### src/rtl/ads127l01_fsync_tx.sv
// ads127l01_fsync_tx: ADS127L01 frame-sync master transmitter driving sck/dout/fsync from an AXI-Stream sample source.
// Optional CRC-8 trailer after the data bits when ADS127L01_TX_CRC_EN is defined.
module ads127l01_fsync_tx #(
    parameter int DW        = 24,
    parameter int SCK_DIV   = 2,
    parameter int FRAME_LEN = 32
) (
    input  logic          clk,
    input  logic          rst,
    input  logic          en,
    input  logic          s_axis_tvalid,
    output logic          s_axis_tready,
    input  logic [DW-1:0] s_axis_tdata,
    output logic          sck,
    output logic          dout,
    output logic          fsync,
    output logic          frame_done,
    output logic          underrun
);
    localparam int HW = SCK_DIV > 1 ? $clog2(SCK_DIV) : 1;
    localparam int KW = $clog2(FRAME_LEN);
    typedef enum logic {IDLE, RUN} state_t;
    state_t state;
    logic [HW-1:0] half_cnt, nh;
    logic [KW-1:0] bit_k, nk;
    logic phase, np, hdone, last, load, n_run, hold_valid;
    logic [DW-1:0] hold, last_sent, word;
    logic [FRAME_LEN-1:0] fr;
`ifdef ADS127L01_TX_CRC_EN
    logic [7:0] crc, n_crc;
    if (FRAME_LEN < DW + 8) begin : g_len_err
        $error("FRAME_LEN must be at least DW+8 when the CRC trailer is enabled");
    end
    function automatic logic [7:0] crc8(input logic [DW-1:0] d);
        logic [7:0] c;
        c = 8'hFF;
        for (int i = DW - 1; i >= 0; i--) c = {c[6:0], 1'b0} ^ ((c[7] ^ d[i]) ? 8'h07 : 8'h00);
        return c;
    endfunction
`else
    if (FRAME_LEN < DW + 1) begin : g_len_err
        $error("FRAME_LEN must be at least DW+1");
    end
`endif
    assign s_axis_tready = !hold_valid | load;
    always_comb begin
        hdone = half_cnt == HW'(SCK_DIV - 1);
        last  = state == RUN && hdone && phase && bit_k == KW'(FRAME_LEN - 1);
        load  = en && (state == IDLE || last);
        n_run = load || (state == RUN && !last);
        nh    = (load || hdone) ? '0 : half_cnt + HW'(1);
        np    = load ? 1'b0 : (hdone ? !phase : phase);
        nk    = load ? '0 : ((hdone && phase) ? bit_k + KW'(1) : bit_k);
        // The word on the wire is always last_sent, except on the load cycle where it is replaced.
        word  = load ? (hold_valid ? hold : last_sent) : last_sent;
`ifdef ADS127L01_TX_CRC_EN
        n_crc = load ? crc8(word) : crc;
        fr    = FRAME_LEN'({word, n_crc}) << (FRAME_LEN - DW - 8);
`else
        fr    = FRAME_LEN'(word) << (FRAME_LEN - DW);
`endif
    end
    always_ff @(posedge clk) begin
        if (rst) begin
            state      <= IDLE;
            half_cnt   <= '0;
            phase      <= 1'b0;
            bit_k      <= '0;
            sck        <= 1'b0;
            dout       <= 1'b0;
            fsync      <= 1'b0;
            frame_done <= 1'b0;
            underrun   <= 1'b0;
            hold_valid <= 1'b0;
            hold       <= '0;
            last_sent  <= '0;
`ifdef ADS127L01_TX_CRC_EN
            crc        <= '0;
`endif
        end else begin
            state      <= n_run ? RUN : IDLE;
            half_cnt   <= nh;
            phase      <= np;
            bit_k      <= nk;
            // Outputs are registered from the next position so they line up with the counters.
            sck        <= n_run && np;
            fsync      <= n_run && nk == '0;
            dout       <= n_run && fr[KW'(FRAME_LEN - 1) - nk];
            frame_done <= n_run && nh == HW'(SCK_DIV - 1) && np && nk == KW'(FRAME_LEN - 1);
            underrun   <= load && !hold_valid;
            last_sent  <= word;
`ifdef ADS127L01_TX_CRC_EN
            crc        <= n_crc;
`endif
            if (s_axis_tvalid && s_axis_tready) begin
                hold       <= s_axis_tdata;
                hold_valid <= 1'b1;
            end else if (load) begin
                hold_valid <= 1'b0;
            end
        end
    end
endmodule

### config.mk
export PLATFORM = sky130hd
export DESIGN_NAME = ads127l01_fsync_tx
export DESIGN_NICKNAME = d
export VERILOG_FILES = /design/src/rtl/ads127l01_fsync_tx.sv
export SDC_FILE = /design/constraint.sdc
export NUM_CORES = 1
export LEC_CHECK = 0
export BUFFER_PORTS_ARGS = -buffer_cell sky130_fd_sc_hd__buf_2
export CAP_MARGIN = 5
export CORE_MARGIN = 5
export CORE_UTILIZATION = 44
export DETAILED_ROUTE_END_ITERATION = 7
export PLACE_DENSITY_LB_ADDON = 0.1
export SYNTH_ARGS = -nofsm -noshare
export SYNTH_HDL_FRONTEND = slang
export SYNTH_SLANG_ARGS = --single-unit
### constraint.sdc
create_clock -name clk -period 2.5 [get_ports clk]
set_input_delay 0.125 -clock clk [delete_from_list [all_inputs] [get_ports clk]]
set_output_delay 0.125 -clock clk [all_outputs]
set_load 0.02 [all_outputs]
==> results of run 1 <==
-- cell usage in the layout (no fill, tap or decap), types with 2 or more instances in the layout --
cell type and count:
o211a_1 2, buf_4 12, nor3_1 7, a221oi_1 2, clkbuf_8 10, ha_1 3, mux2i_1 8, nor3b_1 2
nor2b_2 2, nor2_1 11, a31oi_1 2, o211ai_1 2, nand3b_1 2, o21ai_0 2, inv_1 8, xnor2_1 2
o32ai_1 2, a32oi_1 5, o2111ai_1 2, buf_2 33, xor2_1 2, or2_2 3, bufinv_16 3, o21ai_4 2
dfxtp_1 62, a21oi_1 55, nand2_1 103, a211oi_1 2, o21a_1 2
-- power by group through the flow --
stage	Combinational, W	Sequential (W)	Clock [W]
floorplan	0.000124	0.00107	0
global placement	0.000185	0.00107	0
detailed placement	0.000188	0.00107	0
CTS	0.000188	0.00105	0.00108
global route	0.000212	0.00105	0.00112
finish	0.000188	0.00105	0.00105
-- per-stage QoR --
step                      power, W  hold slack (ps)  cell area, µm²
after floorplan           0.001191            232.4            2726
after global placement    0.001254            360.7            2977
after detailed placement  0.001258            369.4            2977
after CTS                 0.002312            9.192            3213
after global routing      0.002387            17.38            3233
final                     0.002292            21.56            3233
-- logic make-up (layout without fill, tap and decap cells) --
kind of cell / Yosys count / count (layout) / synth area share
multiplexers: 9 / 9 / 0.03350
XOR/XNOR: 5 / 5 / 0.01882
flip-flops: 62 / 62 / 0.4553
AND/OR/NAND/NOR: 142 / 142 / 0.2263
adder cells (fa/ha/maj): 3 / 3 / 0.01377
buffers and inverters: 29 / 69 / 0.05461
AO/OA/AOI/OAI: 86 / 86 / 0.1978
-- final timing paths --
check                                    from       endpoint  slack (ps)  cells past startpoint
worst max-delay path                 bit_k[1]           dout         170                     10
worst min-delay path            s_axis_tvalid     hold_valid          20                      3
worst min register to register       hold[14]  last_sent[14]         450                      2
worst max register to register       bit_k[1]           dout         170                     10
-- layer usage --
| layer | vias to the layer above | track usage | part of all wire |
|---|---|---|---|
| met5 | - | 0 | 0 |
| met4 | 0 | 0.09066 | 0.023 |
| met3 | 12 | 0.03724 | 0.050 |
| met2 | 59 | 0.2618 | 0.44 |
| met1 | 1071 | 0.2400 | 0.49 |
| li1 | 1225 | - | - |
-- cell type report --
class,count,area [µm²]
clock inverters,4,95.09
flip-flops and latches,62,1241
fillers,613,2723
multi-input cells,245,1356
clock buffers,11,141.4
inverters,8,30.03
repair buffers,46,275.3
well taps,75,93.84
-- worst min-delay path, stage by stage --
cell     delay, ps
buf_2           90
a21oi_1         40
nor2_1          60
-- flip-flops by register name (all words and copies together), names as in the netlist --
signal	flops
dout	1
state	1
sck	1
fsync	1
frame_done	1
phase	1
hold_valid	1
half_cnt	1
bit_k	5
last_sent	24
hold	24
underrun	1
==> qor.csv, run 1 <==
stage,metric,value,unit
layout,fin_cells,451,
synthesis,ys_warn_count,0,
die,start_util,0.4578,
critical_path,worst_path_most_repeated_cell,ha_1,
synthesis,synth.most_common_cell,nand2_1,
clock_tree,clock-sinks,62,
power,clock_power_share,0.460,
die,row_count,28,
clock_tree,cts_max_path_buffers,2,
global_route,grt-ovfl-total,0,
power,p_per_area,709.0,nW/µm²
outcome,status,"complete, no violations",
placed_design,pre_cts_ws,145.9,ps
die,core_area,5956,µm²
drt,ant_nets,0,
power,pwr-share-seq,0.458,
clock_tree,post_cts_resized,0,
placed_design,globalplace.congestion,0.8890,
drt,wire_per_inst,14.00,µm
power,intPower,0.001784,W
global_route,antenna_found_initial,0,
clock_tree,tritoncts.num_buffers,9,
layout,area_growth,18.59,%
drt,drtPass1Iterations,4,
global_route,grt_usage,0.1762,
drt,vias,2367,
clock_tree,insertion_delay,330,ps
layout,antennaDiodeCount,0,
die,die_y,88.72,µm
power,comb_power_share,0.082,
sta,setup_viol,0,
sta,skew,7.296,ps
sta,fin_setup_tns,0,ps
critical_path,slowest_stage,dfxtp_1,
synthesis,netlist_area,2726,µm²
power,p_switching,0.0005086,W
critical_path,crit_buf_inv,1,
critical_path,arrival,2550,ps
drt,via_per_inst,5.248,
placed_design,hpwl,4385,µm
global_route,grt_max_degree,40,
power,ir_drop,405.7,µV
synthesis,synth_top_area_share,0.4553,
sta,tightest_slew,426.0,ps
clock_tree,hold_buffers,0,
sta,min_period_over_period,0.9334,
critical_path,crit_type,reg -> reg,
die,dieArea,7870,µm²
power,switching_share,0.2219,
synthesis,ys_types,49,
power,leakagePower,1.197,nW
sta,rsz0062_at_grt,false,
critical_path,worstPathRequired,2720,ps
clock_tree,cts-htree-levels,3,
flow_run,drv_cap,0,
sta,hold_viol_final,0,
placed_design,place_inst,436,
global_route,grt_pass1_wl,10520,µm
synthesis,postSynthCellCount,336,
synthesis,synthTopCellsByArea,"dfxtp_1 46%, nand2_1 14%, a21oi_1 10%, mux2i_1 2.9%, a32oi_1 1.6%",
clock_tree,path_clk_slew,70,ps
critical_path,crit_family,simple AND/OR/NAND/NOR gates,
drt,wl,6314,µm
die,die_w,88.72,µm
sta,layout_setup_ws,166.6,ps
synthesis,synth-seq-cells,62,
sta,final.min_clock_period,2333,ps
synthesis,synth_edf_count,0,
synthesis,synthTopCellsByCount,"103 x nand2_1, 62 x dfxtp_1, 55 x a21oi_1, 11 x nor2_1",
synthesis,avgSynthCellArea,8.114,µm²
synthesis,synth_area_leader_cell,dfxtp_1,
layout,drive_above_1_share,0.2021,
critical_path,cp-end-kind,register,
worst_hold_path,hold_path_class,in -> reg,
die,design.portCount,34,
synthesis,synthArstFlopShare,0,
synthesis,yosysSeqAreaShare,0.4553,
critical_path,worstPathMaxFanout,12,
layout,fin_util,0.5429,
clock_tree,post_cts_buffers,0,
drt,first_iter_violations,128,
sta,relSlewSlack,0.7160,
critical_path,cp-start-kind,register,
global_route,grt_pass1_vias,2218,
sta,fmax,428.6,MHz
placed_design,io_buffers,33,
synthesis,synth_ff_type,dfxtp_1,
synthesis,syn_nets,367,
sta,finalMaxSlewViolations,0,
critical_path,critPathMaxStageDelay,390,ps
clock_tree,cts.root.buffer_cell,clkbuf_8,
critical_path,path_cells,ha_1 > and3_1 > ha_1 > and4_2 > o21ai_4 > buf_4 > nor2_1 > o32ai_1 > a221oi_1 > o22ai_1,
drt,remaining_drc_errors,0,
layout,fin_nets,403,
clock_tree,cts_tree,built,
Power figures use the tool's default switching activity.
==> run 2, diff against run 1 <==
PLACE_DENSITY_LB_ADDON = 0.25   (was 0.1)
==> qor.csv, run 2 (synthesized netlist as in run 1, its figures left out) <==
stage,metric,value,unit
drt,vias,2334,
global_route,grt_pass1_wl,10060,µm
sta,tightest_slew,574.7,ps
die,start_util,0.4578,
layout,antennaDiodeCount,0,
clock_tree,tritoncts.num_buffers,9,
critical_path,worstPathMaxFanout,13,
power,ir_drop,440.6,µV
clock_tree,clock-sinks,62,
critical_path,arrival,2590,ps
die,dieArea,7870,µm²
die,core_area,5956,µm²
sta,min_period_over_period,0.9514,
drt,wire_per_inst,13.08,µm
placed_design,io_buffers,33,
sta,fin_setup_tns,0,ps
global_route,grt-ovfl-total,0,
power,finalPower,0.002016,W
sta,rsz0062_at_grt,false,
sta,setup_viol,0,
sta,final.min_clock_period,2379,ps
clock_tree,cts_max_path_buffers,2,
global_route,grt_pass1_vias,2163,
clock_tree,cts-htree-levels,3,
critical_path,crit_type,reg -> reg,
layout,final_cell_mix,"103 x nand2_1, 62 x dfxtp_1, 55 x a21oi_1, 33 x buf_2, 13 x buf_4",
drt,wl,5927,µm
outcome,status,"complete, no violations",
global_route,grt_max_degree,57,
layout,final_common_cell,nand2_1,
sta,finalMaxSlewViolations,0,
sta,skew,6.874,ps
placed_design,globalplace.congestion,0.8883,
layout,drive_above_1_share,0.2011,
sta,relSlewSlack,0.6169,
global_route,antenna_found_initial,0,
die,die_y,88.72,µm
critical_path,cp-end-kind,register,
drt,drtPass1Iterations,4,
worst_hold_path,hold_path_class,in -> reg,
clock_tree,path_clk_slew,70,ps
layout,fin_nets,405,
placed_design,hpwl,4159,µm
drt,first_iter_violations,157,
die,die_w,88.72,µm
die,row_count,28,
clock_tree,post_cts_buffers,0,
drt,ant_nets,0,
clock_tree,cts.root.buffer_cell,clkbuf_8,
flow_run,drv_cap,0,
layout,top_regs,"hold x24, last_sent x24, bit_k x5",
global_route,grt_usage,0.1651,
power,p_per_area,634.5,nW/µm²
clock_tree,insertion_delay,330,ps
power,leakagePower,1.170,nW
sta,hold_ws,20.42,ps
drt,via_per_inst,5.152,
sta,hold_viol_final,0,
drt,remaining_drc_errors,0,
clock_tree,cts_tree,built,
die,design.portCount,34,
critical_path,cp-start-kind,register,
critical_path,worstPathRequired,2710,ps
layout,area_growth,16.52,%
sta,fmax,420.4,MHz
## run 2: where the power goes
group	switching [W]	total (W)	internal [W]
sequential	0.0000242	0.00105	0.00102
clock	0.000373	0.000780	0.000407
combinational	0.000109	0.000187	0.0000782
total	0.000506	0.00202	0.00151
## run 2: layout make-up
type	instances	area [µm²]
Multi-Input combinational cell	245	1344
Tap cell	75	93.84
Clock inverter	3	20.02
Clock buffer	12	155.1
Timing Repair Buffer	48	292.8
Inverter	8	30.03
Sequential cell	62	1241
Fill cell	621	2779
## run 2: final timing paths
check	from	to	slack, ps	cells after the start
setup / recovery	bit_k[1]	dout	120	10
hold / removal	s_axis_tdata[13]	hold[13]	20	3
setup reg to reg	bit_k[1]	dout	120	10
hold reg to reg	hold[19]	last_sent[19]	450	2
## run 2: through the flow
| stage | cell area [µm²] | std cells | util | setup WS, ps |
|---|---|---|---|---|
| global placement | 2984 | 437 | 0.5011 | 246.3 |
| CTS | 3159 | 452 | 0.5305 | 151.9 |
| floorplan | 2726 | 336 | - | 252.3 |
| global route | 3177 | 453 | 0.5334 | 31.27 |
| finish | 3177 | 453 | 0.5334 | 121.4 |
| detailed placement | 2984 | 437 | 0.5011 | 180.2 |
## run 2: worst max-delay path: stages (launching register included)
cell      delay [ps]
dfxtp_1          390
ha_1             210
and3_1           170
ha_1             170
and4_2           320
o21ai_4          100
buf_4            200
nor2_1           160
o32ai_1          100
a221oi_1         320
o22ai_1          110
## run 2: repair_timing
action | 4_1_cts | 5_1_grt
setup endpoints to repair | 0 | 1
endpoints found under the hold margin | 0 | 1
resized for setup | 0 | 1
hold buffers | 0 | 1
## run 2: metal layers
metal	GRT usage	wire (µm)	part of all wire
met4	0.05357	53	0.0089
met5	0	0	0
met2	0.2449	2542	0.43
met1	0.2272	2923	0.49
met3	0.05307	408	0.069
==> run 3, diff against run 2 <==
BUFFER_PORTS_ARGS = -buffer_cell sky130_fd_sc_hd__buf_4   (was -buffer_cell sky130_fd_sc_hd__buf_2)
==> qor.csv, run 3 (synthesized netlist as in run 1, its figures left out) <==
stage,metric,value,unit
critical_path,crit_path_start,bit_k[1],
layout,fin_cells,451,
layout,top_regs,"hold x24, last_sent x24, bit_k x5",
critical_path,worst_path_most_repeated_cell,ha_1,
worst_hold_path,hold_path_class,in -> reg,
layout,final_common_cell,nand2_1,
drt,drtPass1Iterations,7,
critical_path,crit_family,compound AO/OA/AOI/OAI gates,
clock_tree,cts-htree-levels,3,
critical_path,rr_worst_depth,10,
drt,wl_met2,2494,µm
layout,antennaDiodeCount,0,
power,finalPower,0.002231,W
critical_path,cp-start-kind,register,
layout,area_growth,20.42,%
drt,wl,5925,µm
drt,wire_per_inst,13.14,µm
clock_tree,cts_tree,built,
critical_path,slowest_stage,dfxtp_1,
drt,topRoutingLayerUsed,met4,
placed_design,hpwl,4092,µm
critical_path,critical_path.endpoint,dout,
flow_run,drv_cap,0,
critical_path,rrSetupSlack,190,ps
die,design.portCount,34,
layout,fin_nets,403,
sta,tightest_slew,596.2,ps
critical_path,arrival,2580,ps
critical_path,path_cells,ha_1 > and3_1 > ha_1 > and4_2 > o21ai_2 > buf_4 > nor2_1 > o32ai_1 > a221oi_1 > o22ai_1,
drt,first_iter_violations,192,
global_route,grt_pass1_wl,10340,µm
placed_design,io_buffers,33,
drt,vias,2307,
global_route,antenna_found_initial,0,
drt,wl_met3,348,µm
drt,ant_nets,0,
layout,n_fill_cell,579,
critical_path,r2r-start,bit_k[1],
global_route,grt_usage,0.1707,
sta,setup_viol,0,
global_route,grt_max_degree,59,
global_route,grt-ovfl-total,0,
sta,final.min_clock_period,2312,ps
critical_path,critPathMaxStageDelay,350,ps
clock_tree,clock-sinks,62,
clock_tree,insertion_delay,350,ps
die,core_area,5956,µm²
outcome,status,"complete, no violations",
layout,final_cell_mix,"103 x nand2_1, 62 x dfxtp_1, 55 x a21oi_1, 44 x buf_4",
drt,via_per_inst,5.115,
critical_path,worstPathRequired,2770,ps
sta,fin_setup_tns,0,ps
placed_design,globalplace.congestion,0.8232,
die,die_w,88.72,µm
global_route,grt_pass1_vias,2185,
sta,fmax,432.6,MHz
power,p_per_area,679.4,nW/µm²
placed_design,place_inst,435,
critical_path,crit_buf_inv,1,
sta,skew,8.438,ps
drt,wl_met1,2960,µm
critical_path,path_depth,10,
sta,relSlewSlack,0.6025,
sta,min_period_over_period,0.9246,
die,dieArea,7870,µm²
critical_path,worstPathMaxFanout,14,
die,die_y,88.72,µm
layout,drive_above_1_share,0.1995,
clock_tree,cts_max_path_buffers,2,
sta,hold_viol_final,0,
clock_tree,cts.root.buffer_cell,clkbuf_8,
sta,finalMaxSlewViolations,0,
critical_path,cp-end-kind,register,
critical_path,r2r-end,dout,
die,start_util,0.4578,
clock_tree,path_clk_slew,70,ps
clock_tree,post_cts_buffers,0,
clock_tree,tritoncts.num_buffers,9,
power,leakagePower,1.215,nW
power,ir_drop,341.7,µV
drt,remaining_drc_errors,0,
sta,rsz0062_at_grt,false,
die,row_count,28,
critical_path,crit_type,reg -> reg,
[run 3: cell types whose count changed in the layout (fill, tap and decap cells not counted), sizes merged]
cell / previous run / this run
bufinv: 0 / 2
clkbuf: 12 / 11
buf: 47 / 45
clkinvlp: 2 / 0
clkinv: 1 / 2
[run 3: through the flow]
step | instance area (µm²) | util | hold slack (ps) | setup WS, ps
global route | 3283 | 0.5513 | 4.761 | 1.552
global placement | 3052 | 0.5124 | 349.3 | 311.1
finish | 3283 | 0.5513 | 22.22 | 188.4
CTS | 3283 | 0.5513 | 9.323 | 196.1
floorplan | 2726 | - | 232.4 | 252.3
detailed placement | 3052 | 0.5124 | 372.2 | 215.0
[run 3: how the worst min path moves through the flow]
stage | start | endpoint | cells after the start
final | s_axis_tdata[17] | hold[17] | 3
after global routing | s_axis_tdata[0] | hold[0] | 3
after CTS | s_axis_tdata[17] | hold[17] | 3
after detailed placement | s_axis_tvalid | hold_valid | 3
after global placement | s_axis_tvalid | hold_valid | 3
after floorplan | rst | state | 1
[run 3: power breakdown]
group	internal, W	total, W	switching [W]
registers	0.00102	0.00105	0.0000235
clock network	0.000606	0.000984	0.000377
logic	0.0000894	0.000199	0.000109
total	0.00172	0.00223	0.000510
[run 3: what timing repair did]
action,in CTS,in global routing
hold buffers,1,0
hold endpoints to repair,1,0
resized for setup,0,0
endpoints found under the setup margin,0,0
[run 3: layer usage]
metal,track usage,up-vias
met4,0.07143,0
met5,0,-
li1,-,1220
met1,0.2356,1020
met3,0.06238,12
met2,0.2389,55
[run 3: final cells by class]
class	count	area, µm²	share of cell area
multi-input cells	245	1336	0.4070
clock inverters	4	70.07	0.02134
repair buffers	46	360.3	0.1098
flip-flops and latches	62	1241	0.3780
clock buffers	11	151.4	0.04611
inverters	8	30.03	0.009146
well taps	75	93.84	0.02858
[run 3: worst reg2reg max path, cell delays in order, from the launching register on]
cell and delay [ps]:
dfxtp_1 350, ha_1 210, and3_1 190, ha_1 190, and4_2 270, o21ai_2 200, buf_4 220, nor2_1 80
o32ai_1 250, a221oi_1 120, o22ai_1 160
